<file path="config.mk">
export PLATFORM = sky130hd
export DESIGN_NAME = alu_console_flat
export DESIGN_NICKNAME = d
export VERILOG_FILES = /design/src/rtl/alu_console_if.sv /design/src/rtl/alu_console.sv /design/src/flat_wrapper.sv
export SDC_FILE = /design/constraint.sdc
export NUM_CORES = 1
export LEC_CHECK = 0
export CAP_MARGIN = 20
export CORE_MARGIN = 2
export CORE_UTILIZATION = 35
export CTS_CLUSTER_SIZE = 20
export DETAILED_ROUTE_END_ITERATION = 8
export PLACE_DENSITY = 0.54
export SKIP_LAST_GASP = 1
export SYNTH_ARGS = -nofsm -noshare
export SYNTH_HDL_FRONTEND = slang
export SYNTH_SLANG_ARGS = --single-unit
</file>
<file path="constraint.sdc">
create_clock -name i_clock -period 8.6 [get_ports i_clock]
set_clock_uncertainty 0.15 [all_clocks]
set_input_delay 1.72 -clock i_clock [delete_from_list [all_inputs] [get_ports i_clock]]
set_output_delay 1.72 -clock i_clock [all_outputs]
set_load 0.02 [all_outputs]
</file>
<file path="src/rtl/alu_console_if.sv">
// Operator-console bundle: switch bus and raw buttons in, registered ALU result and flags out.
interface alu_console_if #(
  parameter int unsigned N_BITS = 8
);
  logic [N_BITS-1:0] i_data_bus;
  logic              i_bt_a;
  logic              i_bt_b;
  logic              i_bt_op;
  logic [N_BITS-1:0] o_result;
  logic              o_zero;
  logic              o_carry;
  logic              o_overflow;
  logic              o_valid;
  logic [2:0]        o_loaded;

  modport master (
    output i_data_bus, i_bt_a, i_bt_b, i_bt_op,
    input  o_result, o_zero, o_carry, o_overflow, o_valid, o_loaded
  );

  modport slave (
    input  i_data_bus, i_bt_a, i_bt_b, i_bt_op,
    output o_result, o_zero, o_carry, o_overflow, o_valid, o_loaded
  );
endinterface

</file>
<file path="src/rtl/alu_console.sv">
// Bring-up console: debounced buttons load A, B and opcode from the switches into a registered ALU.
module alu_console #(
  parameter int unsigned N_BITS    = 8,
  parameter int unsigned DB_CYCLES = 4,
  parameter int unsigned OP_BITS   = 6
) (
  input logic         i_clock,
  input logic         i_reset_n,
  alu_console_if.slave bus
);

  localparam int unsigned CntW = $clog2(DB_CYCLES + 1);
  localparam int unsigned ShW  = $clog2(N_BITS);
  localparam int unsigned Msb  = N_BITS - 1;

  typedef logic [CntW-1:0] cnt_t;
  localparam cnt_t DbMax = cnt_t'(DB_CYCLES);
  localparam logic [N_BITS-1:0] WidthVal = N_BITS'(N_BITS);

  localparam logic [OP_BITS-1:0] OpAdd = OP_BITS'(6'b100000);
  localparam logic [OP_BITS-1:0] OpSub = OP_BITS'(6'b100010);
  localparam logic [OP_BITS-1:0] OpAnd = OP_BITS'(6'b100100);
  localparam logic [OP_BITS-1:0] OpOr  = OP_BITS'(6'b100101);
  localparam logic [OP_BITS-1:0] OpXor = OP_BITS'(6'b100110);
  localparam logic [OP_BITS-1:0] OpNor = OP_BITS'(6'b100111);
  localparam logic [OP_BITS-1:0] OpSra = OP_BITS'(6'b000011);
  localparam logic [OP_BITS-1:0] OpSrl = OP_BITS'(6'b000010);

  // Button chains, index 0 = A, 1 = B, 2 = opcode
  logic [2:0] raw, sync1_q, sync2_q, db_q, db_d, db_prev_q, load;
  cnt_t       cnt_q [3];
  cnt_t       cnt_d [3];

  assign raw  = {bus.i_bt_op, bus.i_bt_b, bus.i_bt_a};
  assign load = db_q & ~db_prev_q;

  always_comb begin
    for (int i = 0; i < 3; i++) begin
      cnt_d[i] = '0;
      db_d[i]  = 1'b0;
      if (sync2_q[i]) begin
        cnt_d[i] = (cnt_q[i] == DbMax) ? cnt_q[i] : cnt_q[i] + cnt_t'(1);
        db_d[i]  = db_q[i] | (cnt_d[i] == DbMax);
      end
    end
  end

  always_ff @(posedge i_clock or negedge i_reset_n) begin
    if (!i_reset_n) begin
      sync1_q   <= '0;
      sync2_q   <= '0;
      db_q      <= '0;
      db_prev_q <= '0;
      for (int i = 0; i < 3; i++) cnt_q[i] <= '0;
    end else begin
      sync1_q   <= raw;
      sync2_q   <= sync1_q;
      db_q      <= db_d;
      db_prev_q <= db_q;
      for (int i = 0; i < 3; i++) cnt_q[i] <= cnt_d[i];
    end
  end

  logic [N_BITS-1:0]  a_q, b_q;
  logic [OP_BITS-1:0] op_q;
  logic [2:0]         loaded_q;

  always_ff @(posedge i_clock or negedge i_reset_n) begin
    if (!i_reset_n) begin
      a_q      <= '0;
      b_q      <= '0;
      op_q     <= '0;
      loaded_q <= '0;
    end else begin
      if (load[0]) a_q  <= bus.i_data_bus;
      if (load[1]) b_q  <= bus.i_data_bus;
      if (load[2]) op_q <= OP_BITS'(bus.i_data_bus);
      loaded_q <= loaded_q | load;
    end
  end

  logic [N_BITS:0]   sum, diff;
  logic [N_BITS-1:0] res;
  logic [ShW-1:0]    shamt;
  logic              carry, ovf, big_shift;

  assign sum       = {1'b0, a_q} + {1'b0, b_q};
  assign diff      = {1'b0, a_q} - {1'b0, b_q};
  assign shamt     = b_q[ShW-1:0];
  assign big_shift = (b_q >= WidthVal);

  always_comb begin
    res   = '0;
    carry = 1'b0;
    ovf   = 1'b0;
    case (op_q)
      OpAdd: begin
        res   = sum[N_BITS-1:0];
        carry = sum[N_BITS];
        ovf   = (a_q[Msb] == b_q[Msb]) && (sum[Msb] != a_q[Msb]);
      end
      OpSub: begin
        res   = diff[N_BITS-1:0];
        carry = diff[N_BITS];
        ovf   = (a_q[Msb] != b_q[Msb]) && (diff[Msb] != a_q[Msb]);
      end
      OpAnd: res = a_q & b_q;
      OpOr:  res = a_q | b_q;
      OpXor: res = a_q ^ b_q;
      OpNor: res = ~(a_q | b_q);
      OpSra: res = big_shift ? {N_BITS{a_q[Msb]}} : $unsigned($signed(a_q) >>> shamt);
      OpSrl: res = big_shift ? '0 : (a_q >> shamt);
      default: res = '0;
    endcase
  end

  logic [N_BITS-1:0] result_q;
  logic              zero_q, carry_q, ovf_q, all_q, valid_q;

  // all_q tracks the result stage, so o_valid trails the first complete result by one cycle
  always_ff @(posedge i_clock or negedge i_reset_n) begin
    if (!i_reset_n) begin
      result_q <= '0;
      zero_q   <= 1'b0;
      carry_q  <= 1'b0;
      ovf_q    <= 1'b0;
      all_q    <= 1'b0;
      valid_q  <= 1'b0;
    end else begin
      result_q <= res;
      zero_q   <= (res == '0);
      carry_q  <= carry;
      ovf_q    <= ovf;
      all_q    <= &loaded_q;
      valid_q  <= all_q;
    end
  end

  assign bus.o_result   = result_q;
  assign bus.o_zero     = zero_q;
  assign bus.o_carry    = carry_q;
  assign bus.o_overflow = ovf_q;
  assign bus.o_valid    = valid_q;
  assign bus.o_loaded   = loaded_q;

endmodule

</file>
<file path="src/flat_wrapper.sv">
// flat-port wrapper written by rule: the top's interface ports become plain ports
module alu_console_flat 
#(
  parameter int unsigned N_BITS    = 8,
  parameter int unsigned DB_CYCLES = 4,
  parameter int unsigned OP_BITS   = 6
)
  (i_clock, i_reset_n, bus_i_data_bus, bus_i_bt_a, bus_i_bt_b, bus_i_bt_op, bus_o_result, bus_o_zero, bus_o_carry, bus_o_overflow, bus_o_valid, bus_o_loaded);
  alu_console_if #(.N_BITS(N_BITS)) bus_i ();
  input logic i_clock;
  input logic i_reset_n;
  input wire logic [$bits(bus_i.i_data_bus)-1:0] bus_i_data_bus;
  input wire logic [$bits(bus_i.i_bt_a)-1:0] bus_i_bt_a;
  input wire logic [$bits(bus_i.i_bt_b)-1:0] bus_i_bt_b;
  input wire logic [$bits(bus_i.i_bt_op)-1:0] bus_i_bt_op;
  output wire logic [$bits(bus_i.o_result)-1:0] bus_o_result;
  output wire logic [$bits(bus_i.o_zero)-1:0] bus_o_zero;
  output wire logic [$bits(bus_i.o_carry)-1:0] bus_o_carry;
  output wire logic [$bits(bus_i.o_overflow)-1:0] bus_o_overflow;
  output wire logic [$bits(bus_i.o_valid)-1:0] bus_o_valid;
  output wire logic [$bits(bus_i.o_loaded)-1:0] bus_o_loaded;
  assign bus_i.i_data_bus = bus_i_data_bus;
  assign bus_i.i_bt_a = bus_i_bt_a;
  assign bus_i.i_bt_b = bus_i_bt_b;
  assign bus_i.i_bt_op = bus_i_bt_op;
  assign bus_o_result = bus_i.o_result;
  assign bus_o_zero = bus_i.o_zero;
  assign bus_o_carry = bus_i.o_carry;
  assign bus_o_overflow = bus_i.o_overflow;
  assign bus_o_valid = bus_i.o_valid;
  assign bus_o_loaded = bus_i.o_loaded;
  alu_console #(.N_BITS(N_BITS), .DB_CYCLES(DB_CYCLES), .OP_BITS(OP_BITS)) u_core (.i_clock(i_clock), .i_reset_n(i_reset_n), .bus(bus_i));
endmodule
</file>
==> results.json, run 1 <==
{
  "synth_adder_area_share_pct": 11.1,
  "regToRegSetupSlack_ps": 5470,
  "core-area_mm2": 0.0103,
  "synth_edf_count": 0,
  "synth.most_common_cell": "dfrtp_1",
  "syn_area_mm2": 0.00373,
  "drtIter0Drc": 125,
  "seq_area_mm2": 0.00148,
  "holdWs_ps": 191,
  "numCtsBuffers": 9,
  "num_rows": 37,
  "drv_slew": 0,
  "via_per_inst": 5.12,
  "yosysTopAreaCellShare_pct": 39.6,
  "finalCritPeriodShare_pct": 37.3,
  "slowest_delay_ps": 620,
  "htree_levels": 3,
  "port_buffers": 27,
  "hold_start": "u_core.sync1_q[1]",
  "via_count": 2740,
  "multiInputGateArea_mm2": 0.00198,
  "syn_nets": 417,
  "clock_sinks": 59,
  "yosysWarnings": 0,
  "final_net_count": 440,
  "dieArea_mm2": 0.0115,
  "cp_num_buf_inv": 1,
  "drt_drc_violations_left": 0,
  "cp_slowest_cell": "clkdlybuf4s50_1",
  "yosysTopAreaCell": "dfrtp_1",
  "design_area_mm2": 0.00425,
  "yosys-top-cells-count": "59 x dfrtp_1, 33 x inv_1, 31 x nand2_1",
  "placed_area_mm2": 0.00404,
  "grt_max_degree": 60,
  "gp_congestion": 0.914,
  "antenna_found_initial": 0,
  "path_cells": "clkdlybuf4s50_1",
  "reg2reg_to": "u_core.bus.o_zero",
  "gr-total-overflow": 0,
  "total_power_w": 0.00172,
  "grt_pass1_vias": 2768,
  "ys_ff_latch": 59,
  "synthSimpleGateAreaFrac_pct": 14.2,
  "yosysSeqAreaShare_pct": 39.6,
  "drv_cap": 0,
  "fp.dieW_um": 107,
  "layout_min_cycle_time_ps": 3210,
  "crit_path_end_kind": "output pin",
  "ant_nets": 0,
  "avgSynthCellArea_um2": 10.0,
  "status": "finished clean",
  "drt_wl_total_um": 8550,
  "slew_headroom_pct": 38.3,
  "crit_family": "buffers and inverters",
  "rsz0062_at_grt": "no",
  "p_per_area_mw_per_mm2": 405,
  "synth-compound-area-share_pct": 16.3,
  "setup_viol": 0,
  "hpwl_um": 6180,
  "die_h_um": 107,
  "synth_xor_area_share_pct": 4.46,
  "n_fill_cell": 1014,
  "fmaxAchievable_ghz": 0.312,
  "path_clk_slew_ps": 70,
  "drive_gt1_share_pct": 12.3,
  "rr_worst_depth": 9,
  "antenna-diode-count": 0,
  "hold_depth": 0,
  "start_util_pct": 36.2,
  "syn_to_final_growth_pct": 13.9,
  "clk_latency_ps": 350,
  "cts_setup_buffers": 0,
  "synth_top_family_by_area": "compound AO/OA/AOI/OAI gates",
  "cp_data_arrival_time_ps": 1340,
  "cts_tree": "done",
  "clockRootBuffer": "clkbuf_8",
  "setup_tns_ps": 0,
  "crit_required_ps": 6730,
  "worst_pin_slew_ps": 913,
  "holdCritPathClass": "reg2reg",
  "whs_endpoint": "u_core.sync2_q[1]",
  "dp_slack_ps": 5470,
  "pin_count": 28,
  "layout_setup_ws_ps": 5390,
  "critPathMaxFanout": 3,
  "synthMuxAreaShare_pct": 6.97,
  "hold_viol": 0,
  "r2r-start": "u_core.b_q[1]",
  "synthArstFlopShare_pct": 100,
  "post_cts_resized": 0,
  "hold_buffers": 0,
  "wl_per_cell_um": 16.0,
  "worst_setup_path_start_kind": "register",
  "synth_cell_types": 62,
  "leakage_nw": 1.88,
  "track_usage_pct": 16.3,
  "crit_type": "reg2out",
  "firstDrtPassIters": 5,
  "syn_inst": 372,
  "grt_pass1_wl_um": 14300,
  "synth_area_leaders": "dfrtp_1 40%, ha_1 10%, o21ai_0 3.5%",
  "cts_buffer_depth": 2,
  "ir_worst_vdd_uv": 165,
  "ys.flop_type": "dfrtp_1"
}
==> power breakdown <==
part           switching (W)  internal (W)
sequential          0.000106      0.000364
combinational       0.000533      0.000453
clock               0.000119      0.000147
==> per-layer routing <==
metal / vias up / GRT usage (%) / share of wire, %
li1: 1335 / - / -
met1: 1320 / 21.8 / 48
met2: 78 / 26.5 / 47
met3: 7 / 4.12 / 4.4
met4: 0 / 3.99 / 0.84
met5: - / 0 / 0
==> layout make-up <==
| class | instances | share of cell area (%) |
|---|---|---|
| timing repair buffer | 32 | 7.12 |
| clock buffer | 11 | 3.56 |
| multi-input combinational | 260 | 46.5 |
| tap | 136 | 4.00 |
| clock inverter | 4 | 1.18 |
| sequential | 59 | 34.7 |
| inverter | 33 | 2.91 |
==> how the worst max path moves through the flow <==
| stage | slack, ps | startpoint | endpoint | cells after the start |
|---|---|---|---|---|
| floorplan | 5730 | u_core.b_q[2] | u_core.bus.o_zero | 10 |
| global placement | 5530 | u_core.b_q[1] | u_core.bus.o_zero | 9 |
| detailed placement | 5470 | u_core.b_q[1] | u_core.bus.o_zero | 9 |
| CTS | 5370 | u_core.bus.o_loaded[1] | bus_o_loaded[1] | 1 |
| global route | 5200 | u_core.b_q[1] | u_core.bus.o_zero | 9 |
| finish | 5390 | u_core.bus.o_loaded[1] | bus_o_loaded[1] | 1 |
==> flip-flops by register name, summed over array words and instances (netlist names), 3 cells and up <==
| register | count |
|---|---|
| u_core.a_q | 8 |
| u_core.db_prev_q | 3 |
| u_core.db_q | 3 |
| u_core.bus.o_result | 8 |
| u_core.cnt_q | 9 |
| u_core.bus.o_loaded | 3 |
| u_core.sync2_q | 3 |
| u_core.sync1_q | 3 |
| u_core.b_q | 8 |
| u_core.op_q | 6 |
==> through the flow <==
step                utilization [%]  std cells
floorplan                         -        372
global placement               39.1        518
detailed placement             39.1        518
CTS                            41.0        533
global route                   41.2        535
finish                         41.2        535
==> cells by family after synthesis <==
kind of cell,after synthesis
XOR/XNOR,19
adder cells (fa/ha/maj),32
AO/OA/AOI/OAI,91
flip-flops,59
multiplexers,19
AND/OR/NAND/NOR,99
buffers and inverters,53
==> cell usage in the layout, fill, tap and decap left out, types with 8 or more instances in the layout <==
master / n
dfrtp_1: 59
inv_1: 33
nand2_1: 31
ha_1: 30
o21ai_0: 26
clkdlybuf4s50_1: 26
nor2_1: 18
xnor2_1: 14
a21oi_1: 13
clkbuf_8: 11
nor2b_1: 8
mux2i_1: 8
Power figures use the tool's default switching activity.
==> run 2, diff against run 1 <==
==> constraint.sdc (replaced) <==
create_clock -name i_clock -period 3.2 [get_ports i_clock]
set_clock_uncertainty 0.15 [all_clocks]
set_input_delay 0.64 -clock i_clock [delete_from_list [all_inputs] [get_ports i_clock]]
set_output_delay 0.64 -clock i_clock [all_outputs]
set_load 0.02 [all_outputs]
==> run 2 against run 1 <==
  * Cell count rose by 1.7%
  * Highest routed layer unchanged
  * Sequential cell count unchanged
  * Combinational power grew to 2.8 times the previous value
  * Wire length fell by 0.33%
  * Largest power group unchanged
  * Core utilization rose by 0.63 points
  * Clock-buffer cell count fell by 2
  * Worst setup slack got worse by 5100 ps
  * Hold slack better by 14 ps
  * Die area is the same
  * Register-to-register slack got worse by 5200 ps
==> results.json, run 2 (synthesis results as in run 1) <==
{
  "gp_congestion": 0.888,
  "drive_gt1_share_pct": 14.2,
  "grt_pass1_wl_um": 14200,
  "slowest_delay_ps": 510,
  "largest_reg_flops": 9,
  "ant_nets": 0,
  "r2r-start": "u_core.a_q[3]",
  "path_cells": "inv_1 -> ha_1 -> or3b_2 -> o221a_2 -> a221oi_1 -> nor2_1 -> xor2_1 -> a221o_1 -> nor4_2",
  "final_common_cell": "dfrtp_1",
  "critPathLaunch": "u_core.a_q[3]",
  "crit_family": "simple AND/OR/NAND/NOR gates",
  "critPathMaxFanout": 9,
  "worst_pin_slew_ps": 931,
  "top_register": "u_core.cnt_q",
  "dieArea_mm2": 0.0115,
  "rsz0062_at_grt": "no",
  "most-common-layout-cells": "59 x dfrtp_1, 33 x inv_1, 31 x nand2_1",
  "wl_per_cell_um": 15.7,
  "clockRootBuffer": "clkbuf_8",
  "numCtsBuffers": 9,
  "ir_worst_vdd_uv": 440,
  "clock_sinks": 59,
  "crit_type": "reg2reg",
  "hold_viol": 0,
  "p_per_area_mw_per_mm2": 1100,
  "hpwl_um": 6380,
  "drtIter0Drc": 170,
  "clk_latency_ps": 340,
  "cp.depth": 9,
  "syn_to_final_growth_pct": 15.7,
  "htree_levels": 3,
  "utilization_pct": 41.8,
  "rr_worst_depth": 9,
  "fmaxAchievable_ghz": 0.339,
  "cts_setup_buffers": 0,
  "antenna_found_initial": 0,
  "crit_path_end_kind": "register",
  "num_rows": 37,
  "final_net_count": 448,
  "regToRegSetupSlack_ps": 250,
  "layout_min_cycle_time_ps": 2950,
  "cp_slowest_cell": "or3b_2",
  "worst_setup_path_start_kind": "register",
  "via_per_inst": 5.20,
  "cp_data_arrival_time_ps": 3060,
  "leakage_nw": 1.92,
  "setup_viol": 0,
  "finalCritPeriodShare_pct": 92.1,
  "firstDrtPassIters": 5,
  "cts_buffer_depth": 2,
  "via_count": 2828,
  "grt_max_degree": 43,
  "path_clk_slew_ps": 80,
  "die_h_um": 107,
  "port_buffers": 27,
  "start_util_pct": 36.2,
  "core-area_mm2": 0.0103,
  "crit_required_ps": 3310,
  "drt_drc_violations_left": 0,
  "drt_wl_total_um": 8520,
  "antenna-diode-count": 0,
  "setup_tns_ps": 0,
  "cts_tree": "done",
  "cp_num_buf_inv": 1,
  "track_usage_pct": 16.0,
  "reg2reg_to": "u_core.bus.o_zero",
  "gr-total-overflow": 0,
  "drv_cap": 0,
  "drv_slew": 0,
  "grt_pass1_vias": 2764,
  "pin_count": 28,
  "slew_headroom_pct": 37.9,
  "holdCritPathClass": "reg2reg",
  "status": "finished clean",
  "hold_buffers": 0,
  "post_cts_resized": 0,
  "crit_path_end": "u_core.bus.o_zero",
  "fp.dieW_um": 107
}
## run 2: cell types whose count changed in the layout (fill, tap and decap cells not counted)
cell | before | now
buf_4 | 5 | 13
inv_6 | 0 | 5
clkbuf_8 | 11 | 9
clkinvlp_4 | 2 | 0
clkinv_2 | 1 | 0
clkinv_4 | 0 | 1
## run 2: per-stage QoR
step	setup slack [ps]	hold slack [ps]	area [um2]	std cells	power, W
6_report	254	205	4320	544	0.00474
5_1_grt	35.1	212	4320	544	0.00513
3_3_place_gp	308	185	4110	528	0.00399
3_5_place_dp	269	189	4110	528	0.00401
4_1_cts	246	202	4320	544	0.00475
2_1_floorplan	326	181	3730	372	0.00332
## run 2: final cells by class
cell class              instances  area, um2
repair buffers                 40        363
well taps                     136        170
clock buffers                   9        124
multi-input cells             260       1980
flip-flops and latches         59       1480
inverters                      33        124
clock inverters                 7       82.6
fillers                       989       6010
## run 2: power by group
group          internal [W]  total (W)  switching [W]
clock              0.000375   0.000728       0.000354
sequential         0.000979    0.00124       0.000260
combinational       0.00128    0.00277        0.00150
## run 2: routing by layer
metal	share of wire, %	vias up	global-route usage (%)
li1	-	1356	-
met1	47	1370	22.0
met2	46	89	24.8
met3	4.5	13	2.48
met4	2.2	0	7.70
met5	0	-	0
## run 2: worst min-delay path by stage
stage                       from                 end  slack, ps  cells after the start
2_1_floorplan       u_core.all_q  u_core.bus.o_valid        180                      0
6_report       u_core.sync1_q[2]   u_core.sync2_q[2]        200                      0
5_1_grt        u_core.sync1_q[2]   u_core.sync2_q[2]        210                      0
4_1_cts        u_core.sync1_q[2]   u_core.sync2_q[2]        200                      0
3_5_place_dp   u_core.sync1_q[1]   u_core.sync2_q[1]        190                      0
3_3_place_gp   u_core.sync1_q[1]   u_core.sync2_q[1]        180                      0
